$ cat src/rtl/regfile_write_queue.sv
// ----------------------------------------------------------------------------
// regfile_write_queue
//
// Write-side producer for the 32x64 register file. Completed results
// (register index + value) are buffered in a small circular FIFO and drained
// one per cycle onto the register file's single write port. Two combinational
// bypass lookups expose the youngest pending value for a register so the read
// side can see writes that have not reached the array yet.
//
// Ports:
//   clk            rising-edge clock
//   reset          asynchronous, active-high; discards every pending entry
//   in_valid       producer presents a result this cycle
//   in_ready       queue can accept a result (not full)
//   in_reg         destination register index
//   in_data        result value
//   drain_en       register file write port is available this cycle
//   RegWrite       write enable to the register file
//   WriteRegister  write index to the register file (head entry)
//   WriteData      write data to the register file (head entry)
//   lookup_reg1/2  bypass query indices
//   lookup_hit1/2  a pending write exists for the queried index
//   lookup_data1/2 youngest pending value for the queried index (0 on miss)
//   count          number of valid entries, 0..DEPTH
// ----------------------------------------------------------------------------
module regfile_write_queue #(
    parameter int unsigned DEPTH = 4,
    parameter int unsigned WIDTH = 64
) (
    input  logic                     clk,
    input  logic                     reset,
    input  logic                     in_valid,
    output logic                     in_ready,
    input  logic [4:0]               in_reg,
    input  logic [WIDTH-1:0]         in_data,
    input  logic                     drain_en,
    output logic                     RegWrite,
    output logic [4:0]               WriteRegister,
    output logic [WIDTH-1:0]         WriteData,
    input  logic [4:0]               lookup_reg1,
    input  logic [4:0]               lookup_reg2,
    output logic                     lookup_hit1,
    output logic                     lookup_hit2,
    output logic [WIDTH-1:0]         lookup_data1,
    output logic [WIDTH-1:0]         lookup_data2,
    output logic [$clog2(DEPTH):0]   count
);

    localparam int unsigned PtrW = $clog2(DEPTH);
    localparam int unsigned CntW = PtrW + 1;
    localparam logic [4:0]  ZeroReg = 5'd31;

    // Entry storage
    logic [4:0]       reg_q   [DEPTH];
    logic [4:0]       reg_d   [DEPTH];
    logic [WIDTH-1:0] data_q  [DEPTH];
    logic [WIDTH-1:0] data_d  [DEPTH];
    logic [DEPTH-1:0] valid_q;
    logic [DEPTH-1:0] valid_d;

    logic [PtrW-1:0]  wr_ptr_q, wr_ptr_d;
    logic [PtrW-1:0]  rd_ptr_q, rd_ptr_d;
    logic [CntW-1:0]  count_q, count_d;

    // Last drained entry; drives the write port while the queue is empty
    logic [4:0]       last_reg_q, last_reg_d;
    logic [WIDTH-1:0] last_data_q, last_data_d;

    logic             empty;
    logic             push;
    logic             pop;

    logic [PtrW-1:0]  idx1;
    logic [PtrW-1:0]  idx2;

    // ------------------------------------------------------------------------
    // Handshake and drain control
    // ------------------------------------------------------------------------
    always_comb begin
        empty    = (count_q == '0);
        in_ready = (count_q != CntW'(DEPTH));
        RegWrite = !empty && drain_en;
        // X31 completes the handshake but is dropped: it is hardwired zero.
        push     = in_valid && in_ready && (in_reg != ZeroReg);
        pop      = RegWrite;
    end

    always_comb begin
        WriteRegister = empty ? last_reg_q  : reg_q[rd_ptr_q];
        WriteData     = empty ? last_data_q : data_q[rd_ptr_q];
        count         = count_q;
    end

    // ------------------------------------------------------------------------
    // Next-state logic
    // ------------------------------------------------------------------------
    // A push and a pop never target the same slot: wr_ptr == rd_ptr only when
    // empty (no pop) or full (no push).
    always_comb begin
        reg_d       = reg_q;
        data_d      = data_q;
        valid_d     = valid_q;
        wr_ptr_d    = wr_ptr_q;
        rd_ptr_d    = rd_ptr_q;
        last_reg_d  = last_reg_q;
        last_data_d = last_data_q;
        count_d     = count_q;

        if (push) begin
            reg_d[wr_ptr_q]   = in_reg;
            data_d[wr_ptr_q]  = in_data;
            valid_d[wr_ptr_q] = 1'b1;
            wr_ptr_d          = wr_ptr_q + PtrW'(1);
        end

        if (pop) begin
            valid_d[rd_ptr_q] = 1'b0;
            rd_ptr_d          = rd_ptr_q + PtrW'(1);
            last_reg_d        = reg_q[rd_ptr_q];
            last_data_d       = data_q[rd_ptr_q];
        end

        unique case ({push, pop})
            2'b10:   count_d = count_q + CntW'(1);
            2'b01:   count_d = count_q - CntW'(1);
            default: count_d = count_q;
        endcase
    end

    // ------------------------------------------------------------------------
    // State
    // ------------------------------------------------------------------------
    always_ff @(posedge clk or posedge reset) begin
        if (reset) begin
            for (int i = 0; i < int'(DEPTH); i++) begin
                reg_q[i]  <= '0;
                data_q[i] <= '0;
            end
            valid_q     <= '0;
            wr_ptr_q    <= '0;
            rd_ptr_q    <= '0;
            count_q     <= '0;
            last_reg_q  <= '0;
            last_data_q <= '0;
        end else begin
            for (int i = 0; i < int'(DEPTH); i++) begin
                reg_q[i]  <= reg_d[i];
                data_q[i] <= data_d[i];
            end
            valid_q     <= valid_d;
            wr_ptr_q    <= wr_ptr_d;
            rd_ptr_q    <= rd_ptr_d;
            count_q     <= count_d;
            last_reg_q  <= last_reg_d;
            last_data_q <= last_data_d;
        end
    end

    // ------------------------------------------------------------------------
    // Bypass lookups
    // ------------------------------------------------------------------------
    // Scan oldest to youngest so the last match wins (youngest pending value).
    // The head being drained this cycle is still valid, so it still hits.
    always_comb begin
        lookup_hit1  = 1'b0;
        lookup_data1 = '0;
        idx1         = rd_ptr_q;
        for (int i = 0; i < int'(DEPTH); i++) begin
            idx1 = rd_ptr_q + PtrW'(i);
            if (valid_q[idx1] && (reg_q[idx1] == lookup_reg1) && (lookup_reg1 != ZeroReg)) begin
                lookup_hit1  = 1'b1;
                lookup_data1 = data_q[idx1];
            end
        end
    end

    always_comb begin
        lookup_hit2  = 1'b0;
        lookup_data2 = '0;
        idx2         = rd_ptr_q;
        for (int i = 0; i < int'(DEPTH); i++) begin
            idx2 = rd_ptr_q + PtrW'(i);
            if (valid_q[idx2] && (reg_q[idx2] == lookup_reg2) && (lookup_reg2 != ZeroReg)) begin
                lookup_hit2  = 1'b1;
                lookup_data2 = data_q[idx2];
            end
        end
    end

endmodule

$ cat config.mk
export PLATFORM = sky130hd
export DESIGN_NAME = regfile_write_queue
export DESIGN_NICKNAME = d
export VERILOG_FILES = /design/src/rtl/regfile_write_queue.sv
export SDC_FILE = /design/constraint.sdc
export NUM_CORES = 1
export LEC_CHECK = 0
export CELL_PAD_IN_SITES_DETAIL_PLACEMENT = 2
export CELL_PAD_IN_SITES_GLOBAL_PLACEMENT = 2
export CORE_MARGIN = 3
export CORE_UTILIZATION = 39
export DETAILED_ROUTE_END_ITERATION = 7
export PLACE_DENSITY = 0.79
export RECOVER_POWER = 100
export SETUP_SLACK_MARGIN = 0.3
export SLEW_MARGIN = 20
export SYNTH_ARGS = -nofsm -noshare
export SYNTH_HDL_FRONTEND = slang
export SYNTH_SLANG_ARGS = --single-unit
$ cat constraint.sdc
create_clock -name clk -period 15 [get_ports clk]
set_clock_uncertainty 0.05 [all_clocks]
set_input_delay 2.25 -clock clk [delete_from_list [all_inputs] [get_ports clk]]
set_output_delay 2.25 -clock clk [all_outputs]
set_load 0.02 [all_outputs]
# Yosys cells after proc, flatten, opt, wreduce, memory -nomap -nowiden
# Cells that the tools add are included.
[totals]
inputBits = 83
output_inout_bits = 204
elab_cells = 143
reg_bits = 356
[classes]
eq_ne = 14
mux = 63
n_reduce_logical = 25
order_cmp = 13
n_addsub = 6
n_bitwise = 8
[ops]
columns = ["operator", "count"]
rows = [
  ["64-bit 2-to-1 mux", 18],
  ["64-bit binary-select mux with 2-bit select", 4],
  ["256-bit bitwise mux", 1],
  ["64-bit demux with 2-bit select", 1],
  ["5-bit 2-to-1 mux", 10],
  ["5-bit binary-select mux with 2-bit select", 4],
  ["5-bit equality test", 8],
  ["1-bit logical AND", 22],
  ["20-bit bitwise mux", 1],
  ["3-bit >= comparator, second input constant", 5],
  ["2-bit by 3-bit < comparator with 1-bit output, second input constant", 5],
  ["5-bit inequality test, second input constant", 3],
  ["2-bit NOT with 3-bit output", 5],
  ["1-bit 2-to-1 mux", 14],
  ["5-bit demux with 2-bit select", 1],
  ["1-bit binary-select mux with 2-bit select", 4],
  ["4-bit 2-to-1 mux", 2],
  ["3-bit case mux with 2 select lines", 1],
  ["2-bit by 1-bit adder with 2-bit output, second input constant", 2],
  ["2-bit adder, second input constant", 2],
  ["4-bit bitwise AND", 1],
  ["1-bit demux with 2-bit select", 2],
  ["2-bit by 1-bit >= comparator with 1-bit output, second input constant", 2],
  ["4-bit NOT", 1],
  ["other kinds (10)", 10],
]

# Logic depth before layout (Yosys ltp)
# Gate-level depths: netlist of the first run.
[logic_depth]
depth_word = 11
depth_mapped = 16
depth_no_buf = 11

# Worst setup path after synthesis of the first run
# OpenSTA, ideal clock, no wires.
[synth_path]
path_kind = "register to output"
startpoint = "reg rd_ptr_q[1]"
endpoint = "out lookup_data2[55]"
n_path_buf = 7
stages_incl_launch_ff = 16
arrival_ns = 4.383
t_required_ns = 12.700
setup_slack_ns = 8.317
path_cell_list = "dfrtp_1 -> buf_2 -> buf_2 -> buf_1 -> clkbuf_1 -> inv_1 -> ha_1 -> buf_2 -> mux4_2 -> o211a_1 -> o211a_1 -> buf_2 -> a211oi_4 -> buf_6 -> a221oi_1 -> o21ai_1"
[synth_between]
elab_chain_len = 11
word_cells_on_any_way = 55
classes_between = "3 x add/sub; 4 x eq/ne; 36 x mux; 4 x bitwise; 8 x reduce/logical"
[synth_rtl]
columns = ["element", "line", "text"]
rows = [
  ["start, declared", "62", "logic [PtrW-1:0] rd_ptr_q, rd_ptr_d;"],
  ["start signal, assigned", "152", "rd_ptr_q <= rd_ptr_d;"],
  ["2-bit by 1-bit adder with 2-bit output or 2-bit NOT with 3-bit output (tied branches)", "182, 183, 185", ""],
  ["2-bit NOT with 3-bit output (not written as such) or 5-bit binary-select mux with 2-bit select (tied branches)", "183, 185", ""],
  ["5-bit binary-select mux with 2-bit select or 5-bit 2-to-1 mux (tied branches)", "183", "if (valid_q[idx2] && (reg_q[idx2] == lookup_reg2) && (lookup_reg2 != ZeroReg)) begin"],
  ["5-bit 2-to-1 mux (not written as such)", "183", ""],
  ["5-bit 2-to-1 mux (not written as such) or 5-bit equality test (tied branches)", "183", ""],
  ["5-bit equality test or 1-bit logical AND (tied branches)", "183", ""],
  ["1-bit logical AND", "183", ""],
  ["1-bit logical AND or 64-bit 2-to-1 mux (tied branches)", "183", ""],
  ["64-bit 2-to-1 mux (2 in a row)", "183", ""],
  ["64-bit 2-to-1 mux (*)", "183", ""],
  ["end, declared", "45", "output logic [WIDTH-1:0] lookup_data2,"],
]
# Every way passes the cells marked *; elsewhere a longest branch is shown, timed or not. The select of a mux whose other input is x is not followed.

# Worst setup path in the final report of the first run
[layout_path]
startpoint = "reg rd_ptr_q[0]"
endpoint = "out lookup_data1[31]"
[layout_between]
word_cells_on_any_way = 55
classes_between = "3 x add/sub; 4 x eq/ne; 36 x mux; 4 x bitwise; 8 x reduce/logical"
[layout_lines]
columns = ["element", "line", "text"]
rows = [
  ["2-bit adder (*)", "169", "idx1 = rd_ptr_q + PtrW'(i);"],
  ["named net idx1[0]", "73", "logic [PtrW-1:0] idx1;"],
  ["2-bit NOT with 3-bit output (not written as such)", "170, 172", ""],
  ["5-bit binary-select mux with 2-bit select", "170", "if (valid_q[idx1] && (reg_q[idx1] == lookup_reg1) && (lookup_reg1 != ZeroReg)) begin"],
  ["5-bit 2-to-1 mux (not written as such) (2 in a row)", "170", ""],
  ["5-bit equality test", "170", ""],
  ["1-bit logical AND (2 in a row)", "170", ""],
  ["64-bit 2-to-1 mux (*)", "170", ""],
  ["end, declared", "44", "output logic [WIDTH-1:0] lookup_data1,"],
]
# The timed path passes the listed nets; every way through them passes the cells marked *. The select of a mux whose other input is x is not followed.

==> flow_summary_export.csv, run 1 <==
group,metric,value,unit
final_layout,num-nets-final,2347,
sta,fin_tns_setup,0,ns
floorplan,start_util,39.47,%
floorplan,rows,93,
sta,setup_viol,0,
detailed_routing,finalWirelength,101800,um
critical_path,slowest_stage,"dfrtp_1",
final_layout,nFillCells,6220,
global_route,use_met2,50.10,%
critical_path,crit_path_end_kind,"output pin",
sta,fmaxAchievable,0.08796,GHz
synth,synth_cells,2097,
cts,clkTransAtPathRegs,0.06,ns
global_route,grt_most_used_layer,"met2",
detailed_routing,ant_nets,0,
synth,synth_top_area_share,34.94,%
cts,tritoncts,"yes",
detailed_routing,vias,20878,
synth,async_flop_share,100.0,%
floorplan,dieWidth,261.7,um
floorplan,io_pins,287,
floorplan,fp.dieH,261.7,um
detailed_routing,routedWlPerCell,32.35,um
critical_path,slowest_delay,2.51,ns
placed_design,dp_slack,6.496,ns
floorplan,core,64580,um^2
global_route,grt_pass1_wl,152600,um
global_route,antenna_found_initial,10,
global_route,grt_max_degree,120,
min_path,min_path_type,"reg2reg",
global_route,met3_usage,5.146,%
synth,syn-num-nets,2190,
cts,clk_latency,0.59,ns
sta,fin_ws,3.631,ns
status,violations,"capacitance limit, slew limit",
cts,root_buffer,"clkbuf_16",
sta,min_period,11.37,ns
sta,finalHoldViolations,0,
global_route,met1_usage,37.09,%
cts,numClockSinks,356,
final_layout,syn_to_final_growth,19.14,%
critical_path,cp.required,12.70,ns
cts,postCtsSetupRepairBufs,0,
run,max_cap_viol_count,14,
critical_path,crit_path_start_kind,"flop",
cts,ctsHtreeMaxLevel,2,
status,status,"finished, violations left",
synth,ys_types,54,
placed_design,gp_congestion,0.8217,
sta,slew_headroom,-282.3,%
critical_path,path_max_fanout,62,
global_route,grt_pass1_vias,23234,
detailed_routing,via_per_inst,6.632,
synth,synthFlopType,"dfrtp_1",
sta,worst_pin_slew,5.703,ns
sta,period_share,75.79,%
synth,synth-edff-count,0,
sta,rsz0062_at_grt,"false",
detailed_routing,drt_iter0_drc,1745,
floorplan,dieArea,68470,um^2
critical_path,cp_data_arrival_time,9.07,ns
detailed_routing,drt_first_pass_iters,5,
synth,synthTopCellsByArea,"dfrtp_1, mux4_2, mux2_2, a21oi_1, o211ai_1",
synth,ys_warn_count,0,
detailed_routing,drc,0,
placed_design,place_inst,3059,
synth,syn_area_per_cell,12.16,um^2
final_layout,fin_cells,3148,
global_route,grtUsageTotal,29.60,%
global_route,grt-ovfl-total,0,
synth,ys_seq_area_share,34.94,%
sta,maxSlewViolCount,758,
synth,synth_seq_cells,356,
cts,numCtsBuffers,45,
final_layout,drive_above_1_share,33.89,%
synth,synth_top_cell_by_area,"dfrtp_1",
critical_path,crit_type,"reg2out",
cts,ctsHoldBuffers,0,
placed_design,hpwl,63600,um
placed_design,numPortBuffers,286,
cts,clockBufferDepth,3,
cts,cts-resized-gates,0,
synth,netlist_area,25490,um^2
critical_path,path_cells,"inv_2 -> ha_1 -> mux4_2 -> xnor2_1 -> nand3_1 -> nor2_1 -> buf_4 -> a221oi_1 -> o21ai_1 -> clkdlybuf4s50_1",
-- final cells by class --
cell class | instances | area (um^2) | area share [%]
sequential | 356 | 8912 | 29.34
clock inverter | 12 | 166.4 | 0.5479
multi-input combinational | 1482 | 15540 | 51.16
timing repair buffer | 322 | 3172 | 10.44
clock buffer | 65 | 1314 | 4.326
inverter | 47 | 177.7 | 0.5850
tap | 855 | 1070 | 3.522
antenna | 9 | 22.52 | 0.07415
-- per-layer routing --
layer / vias to the layer above / routed length, um
met2: 891 / 51030
met3: 248 / 6670
li1: 8458 / -
met4: 4 / 4335
met1: 11277 / 39780
met5: - / 26
-- cells by family after synthesis --
family,count (synthesis),share of synthesized area (%)
compound gates,423,10.14
xor+xnor,40,1.463
fa+ha+maj,10,0.5203
buf+inv,259,4.417
flops,356,34.94
mux,695,42.87
simple gates,314,5.649
-- cells in the final DEF, fill, tap and decap left out, types with 3 or more instances in the layout --
master           Yosys  routed
mux2i_1             31      31
buf_16               0       3
and3_1              40      37
mux2_1               0       7
clkbuf_16            0      47
mux4_2             279     279
nand3_1             70      69
clkbuf_1           107      22
ha_1                 9       9
a21oi_1            165     165
nand4_1              4       4
bufinv_16            0       4
o21ai_1             38      34
a221oi_1            32      32
dlygate4sd3_1        0     182
nor2_1              47      46
nand2_1            133     133
xnor2_2              3       3
o21ai_0             65      69
a211oi_1             3       3
clkbuf_8             0       7
xnor2_1             33      33
xor2_1               4       4
nor2b_1              3       3
clkdlybuf4s50_1      0     104
mux2_2             385     378
a22oi_1              5       5
dfrtp_1            356     355
buf_4                9      19
o211ai_1            95      95
clkinv_2             0       6
and2_1               3       3
diode_2              0       9
a21boi_0             5       5
inv_1               46      45
-- critical path, delay by kind of cell (launching register included) --
kind	cells	cell delay, ns
buf+inv	3	1.99
mux	1	0.68
fa+ha+maj	1	1.28
compound gates	2	0.71
xor+xnor	1	0.47
flops	1	2.51
simple gates	2	0.81
-- synthesized netlist by cell type (2+ instances only) --
master,instances
mux2i_1,31
o211ai_1,95
xor2_1,4
xnor2_1,33
or2_2,2
nand3_1,70
nor2_1,47
nand4_1,4
a21boi_0,5
inv_1,46
buf_8,2
nor3_1,2
mux4_2,279
ha_1,9
mux2_2,385
o211a_1,4
a22oi_1,5
clkbuf_1,107
xnor2_2,3
buf_6,3
dfrtp_1,356
nand2_1,133
a2111oi_0,2
and3_1,40
a211oi_1,3
o21ai_0,65
a21oi_1,165
nor2b_1,3
a221oi_1,32
o21ai_1,38
buf_4,9
or3_1,2
and2_1,3
buf_1,31
buf_2,60
-- through the flow --
stage | utilization, % | hold WS, ns | cell area, um^2
after CTS | 47.02 | 0.4580 | 30370
after global placement | 44.73 | 0.4334 | 28890
after detailed placement | 44.73 | 0.4434 | 28890
after floorplan | - | 0.4250 | 25490
after global routing | 47.02 | 0.4761 | 30370
final | 47.03 | 0.4515 | 30370
-- worst paths after layout --
| path | slack [ns] | cells past startpoint | end | startpoint |
|---|---|---|---|---|
| setup / recovery | 3.63 | 10 | lookup_data1[31] | rd_ptr_q[0] |
| hold / removal | 0.45 | 1 | last_data_q[63] | last_data_q[63] |
| min in group asynchronous | 3.88 | 2 | data_q[237] | reset |
| setup reg to reg | 8.51 | 6 | valid_q[1] | count[2] |
| hold reg to reg | 0.45 | 1 | last_data_q[63] | last_data_q[63] |
| max in group asynchronous | 5.21 | 3 | data_q[202] | reset |
-- sequential cells by signal (all words and copies together), names as in the netlist --
name,flops
data_q,256
reg_q,20
valid_q,4
last_data_q,64
last_reg_q,5
wr_ptr_q,2
count,3
rd_ptr_q,2
Power of run 1 is left out: the tool's default activity adds up to more than one toggle a clock period on the data nets, which glitch-free logic cannot reach.
==> run 2, diff against run 1 <==
- CORE_UTILIZATION: 39 -> 36
- PLACE_DENSITY: 0.79 -> 0.77
- clock period: 15 -> 9.7 ns (I/O delays scaled with it)
==> run 2 against run 1 <==
Compared with the run above:
- the run still ends with capacitance limit, slew limit left
- first-iteration DRC count is 5.9% lower
- global-route usage is 2.9 points lower
- sequential share of layout area is 0.11 points lower
==> flow_summary_export.csv, run 2 (same netlist as run 1, synthesis figures left out) <==
group,metric,value,unit
final_layout,num-nets-final,2348,
detailed_routing,wl_met1,40470,um
floorplan,rows,96,
critical_path,crit_start,"rd_ptr_q[1]",
critical_path,path_cells,"inv_1 -> ha_4 -> buf_4 -> mux4_2 -> and3_2 -> a211oi_1 -> a211oi_1 -> o21ai_0 -> clkdlybuf4s50_1",
critical_path,crit_family,"compound AO/OA/AOI/OAI gates",
min_path,min_path_type,"reg2reg",
sta,fmaxAchievable,0.1129,GHz
final_layout,reg_top3,"data_q (256), last_data_q (64), reg_q (20)",
global_route,grtUsageTotal,26.66,%
final_layout,drive_above_1_share,33.77,%
detailed_routing,vias,20746,
cts,numCtsBuffers,47,
global_route,antenna_found_initial,10,
critical_path,crit_type,"reg2out",
detailed_routing,wl_met3,5813,um
floorplan,io_pins,287,
floorplan,start_util,36.72,%
critical_path,crit_path_start_kind,"flop",
global_route,grt_pass1_vias,22953,
global_route,grt-ovfl-total,0,
cts,tritoncts,"yes",
floorplan,dieArea,74040,um^2
critical_path,path_max_fanout,63,
critical_path,cp.required,8.20,ns
floorplan,core,69430,um^2
critical_path,slowest_delay,1.34,ns
critical_path,crit_buf_inv,3,
placed_design,gp_congestion,0.8347,
critical_path,cp_data_arrival_time,7.35,ns
global_route,grt_pass1_wl,151000,um
detailed_routing,routedWlPerCell,30.97,um
sta,finalHoldViolations,0,
final_layout,top_register,"data_q",
cts,root_buffer,"clkbuf_16",
critical_path,regToRegStartpoint,"count[0]",
sta,worst_pin_slew,4.138,ns
min_path,min_from,"last_reg_q[1]",
sta,rsz0062_at_grt,"false",
final_layout,syn_to_final_growth,19.58,%
detailed_routing,drt_iter0_drc,1642,
detailed_routing,finalWirelength,100000,um
cts,clockBufferDepth,3,
cts,cts-resized-gates,0,
global_route,grt_max_degree,146,
sta,period_share,91.32,%
sta,maxSlewViolCount,775,
cts,ctsHtreeMaxLevel,2,
run,max_cap_viol_count,16,
detailed_routing,wl_met2,50440,um
detailed_routing,top_layer,"met5",
sta,fin_tns_setup,0,ns
sta,min_period,8.858,ns
final_layout,final_common_cell,"mux2_2",
placed_design,numPortBuffers,286,
cts,ctsHoldBuffers,0,
final_layout,nFillCells,6908,
cts,postCtsSetupRepairBufs,0,
detailed_routing,drt_first_pass_iters,5,
detailed_routing,ant_nets,0,
sta,slew_headroom,-175.9,%
critical_path,crit_path_end_kind,"output pin",
floorplan,fp.dieH,272.1,um
placed_design,hpwl,62190,um
floorplan,dieWidth,272.1,um
cts,clkTransAtPathRegs,0.06,ns
cts,clk_latency,0.60,ns
status,status,"finished, violations left",
final_layout,largest_reg_flops,256,
critical_path,crit_top_cell,"a211oi_1",
cts,numClockSinks,356,
status,violations,"capacitance limit, slew limit",
final_layout,final_cell_mix,"mux2_2, dfrtp_1, mux4_2",
detailed_routing,drc,0,
sta,setup_viol,0,
critical_path,slowest_stage,"a211oi_1",
detailed_routing,via_per_inst,6.423,
[run 2: cell types whose count changed in the layout (fill, tap and decap cells not counted), moves of 2 or more]
cell	change
dlygate4sd3_1	-4
buf_12	+4
mux2_2	-6
clkbuf_1	+2
mux2_1	+6
clkdlybuf4s50_1	+4
buf_6	-2
clkbuf_2	+4
o21ai_0	+5
o21ai_1	-5
buf_16	-3
[run 2: through the flow]
stage               hold slack (ns)  setup WS [ns]  util, %  area [um^2]  cells
floorplan                    0.4250          3.425        -        25500   2097
CTS                          0.4557          1.407    43.93        30500   3217
global placement             0.4340          2.328    41.77        29000   3134
global route                 0.4594         0.6348    43.90        30480   3226
finish                       0.4508         0.8421    43.91        30490   3230
detailed placement           0.4424          2.041    41.77        29000   3134
[run 2: path summary, 6_finish.rpt]
path,to,cells after the start,slack (ns)
max reg2reg,valid_q[0],6,3.16
min,last_reg_q[1],1,0.45
max,lookup_data1[23],9,0.84
min in group asynchronous,last_data_q[50],3,2.76
min reg2reg,last_reg_q[1],1,0.45
max in group asynchronous,data_q[213],4,3.40
[run 2: metal layers]
metal | vias to the layer above | global-route usage [%]
met5 | - | 0
met4 | 2 | 10.29
met3 | 187 | 3.805
met2 | 823 | 45.93
met1 | 11250 | 33.96
li1 | 8484 | -
[run 2: worst register-to-register path: stages (launching register included)]
cell	delay [ns]
dfrtp_1	0.43
nor3_2	0.09
buf_4	0.34
nor2b_1	0.23
clkbuf_1	2.76
clkbuf_1	1.98
a22oi_1	0.33
[run 2: final cells by class]
cell class	count	area [um^2]	share of cell area [%]
Sequential cell	356	8914	29.24
Timing Repair Buffer	321	3152	10.34
Inverter	47	180.2	0.5910
Multi-Input combinational cell	1482	15550	51.00
Antenna cell	10	25.02	0.08208
Clock inverter	12	153.9	0.5048
Clock buffer	71	1348	4.420
Tap cell	931	1165	3.821
Power of run 2 is left out for the same reason.
==> run 3, diff against run 2 <==
- CORE_MARGIN: 3 -> unset
==> run 3 against run 2 <==
Compared with the run above:
- final cell count rose by 0.15%
- via count decreased by 0.13%
- wire length fell by 0.53%
- design area hardly changed
- the flow still finishes with violations (capacitance limit, slew limit)
- die area is 2.9% lower
- clock-buffer cell count shrank 4
- register-to-register slack better by 0.06 ns
- first-iteration DRC count is 8.3% lower
- sequential share of layout area barely moved
- sequential cell count unchanged
==> flow_summary_export.csv, run 3 (same netlist as run 1, synthesis figures left out) <==
group,metric,value,unit
final_layout,final_cell_mix,"mux2_2, dfrtp_1, mux4_2",
detailed_routing,routedWlPerCell,30.76,um
sta,finalHoldViolations,0,
final_layout,num-nets-final,2351,
floorplan,io_pins,287,
sta,fmaxAchievable,0.1134,GHz
global_route,grt_pass1_vias,22929,
detailed_routing,drt_iter0_drc,1506,
global_route,grt_max_degree,162,
placed_design,gp_congestion,0.8149,
critical_path,path_max_fanout,64,
global_route,grt_most_used_layer,"met2",
final_layout,nFillCells,6953,
sta,maxSlewViolCount,952,
placed_design,hpwl,61160,um
cts,cts-resized-gates,0,
final_layout,syn_to_final_growth,19.59,%
global_route,antenna_found_initial,9,
floorplan,dieArea,71880,um^2
floorplan,core,70030,um^2
global_route,grt-ovfl-total,0,
detailed_routing,drt_first_pass_iters,5,
cts,numCtsBuffers,45,
global_route,met1_usage,34.79,%
detailed_routing,via_per_inst,6.404,
final_layout,top_register,"data_q",
critical_path,crit_type,"reg2out",
global_route,use_met2,47.99,%
critical_path,cp_data_arrival_time,7.31,ns
floorplan,fp.dieH,268.1,um
critical_path,cp.required,8.20,ns
floorplan,rows,97,
sta,slew_headroom,-171.7,%
cts,ctsHtreeMaxLevel,2,
sta,rsz0062_at_grt,"false",
sta,fin_tns_setup,0,ns
cts,postCtsSetupRepairBufs,0,
sta,worst_pin_slew,4.075,ns
cts,root_buffer,"clkbuf_16",
placed_design,dpl_cell_area,29040,um^2
final_layout,final_common_cell,"mux2_2",
global_route,met3_usage,4.105,%
sta,min_period,8.818,ns
floorplan,start_util,36.40,%
cts,tritoncts,"yes",
cts,clk_latency,0.59,ns
cts,clockBufferDepth,3,
detailed_routing,drc,0,
critical_path,crit_path_start_kind,"flop",
run,max_cap_viol_count,19,
global_route,grt_pass1_wl,149900,um
detailed_routing,vias,20718,
floorplan,dieWidth,268.1,um
final_layout,largest_reg_flops,256,
placed_design,numPortBuffers,286,
final_layout,drive_above_1_share,34.22,%
cts,ctsHoldBuffers,0,
final_layout,fin_area,30490,um^2
final_layout,reg_top3,"data_q (256), last_data_q (64), reg_q (20)",
critical_path,crit_path_end_kind,"output pin",
status,violations,"capacitance limit, slew limit",
sta,setup_viol,0,
status,status,"finished, violations left",
cts,clkTransAtPathRegs,0.06,ns
sta,period_share,90.91,%
cts,numClockSinks,356,
detailed_routing,ant_nets,0,
detailed_routing,finalWirelength,99510,um
global_route,grtUsageTotal,27.86,%
min_path,min_path_type,"reg2reg",
[run 3: changes by cell type in the layout (fill, tap and decap cells not counted), sizes merged]
cell	before	now
diode	10	4
clkdlybuf4s50	108	111
dlygate4sd3	178	175
clkinvlp	1	3
buf	24	25
bufinv	3	4
clkbuf	82	81
clkinv	8	7
dlygate4sd2	0	1
inv	47	46
[run 3: layout make-up]
| class | instances | area, um^2 | share of cell area (%) |
|---|---|---|---|
| Timing Repair Buffer | 326 | 3148 | 10.33 |
| Sequential cell | 356 | 8916 | 29.25 |
| Inverter | 47 | 180.2 | 0.5910 |
| Multi-Input combinational cell | 1482 | 15550 | 51.01 |
| Clock buffer | 67 | 1320 | 4.330 |
| Tap cell | 940 | 1176 | 3.858 |
| Antenna cell | 4 | 10.01 | 0.03283 |
| Clock inverter | 13 | 185.2 | 0.6074 |
[run 3: per-stage QoR]
stage | utilization [%] | cells | setup WS, ns | hold slack (ns)
4_1_cts | 43.61 | 3229 | 1.409 | 0.4552
3_3_place_gp | 41.46 | 3149 | 2.205 | 0.4339
6_report | 43.53 | 3235 | 0.8821 | 0.4519
3_5_place_dp | 41.46 | 3149 | 2.104 | 0.4428
5_1_grt | 43.53 | 3235 | 0.5715 | 0.4689
2_1_floorplan | - | 2097 | 3.425 | 0.4250
[run 3: worst max-delay path, cell delays in order (launching register included)]
cell and delay, ns:
dfrtp_4 1.05, inv_1 0.26, ha_4 0.54, buf_4 0.81, mux2i_1 0.23, mux2_2 0.35
xnor2_1 0.15, or4b_4 0.23, clkbuf_2 1.55, o21ai_0 0.32, o21ai_1 0.50, clkdlybuf4s50_1 0.69
[run 3: path summary, 6_finish.rpt]
path / start / endpoint / slack (ns) / depth (start not counted)
max in group asynchronous: reset / count[2] / 1.54 / 4
hold / removal: last_data_q[24] / last_data_q[24] / 0.45 / 1
min in group asynchronous: reset / last_data_q[47] / 2.29 / 3
hold reg to reg: last_data_q[24] / last_data_q[24] / 0.45 / 1
setup reg to reg: count[0] / valid_q[1] / 3.22 / 6
setup / recovery: rd_ptr_q[1] / lookup_data1[31] / 0.88 / 11
[run 3: per-layer routing]
metal  wire [um]  part of all wire (%)
met3        5080                   5.1
met4        3764                   3.8
met2       50670                    51
met5          55                 0.055
met1       39940                    40
Power of run 3 is left out for the same reason.
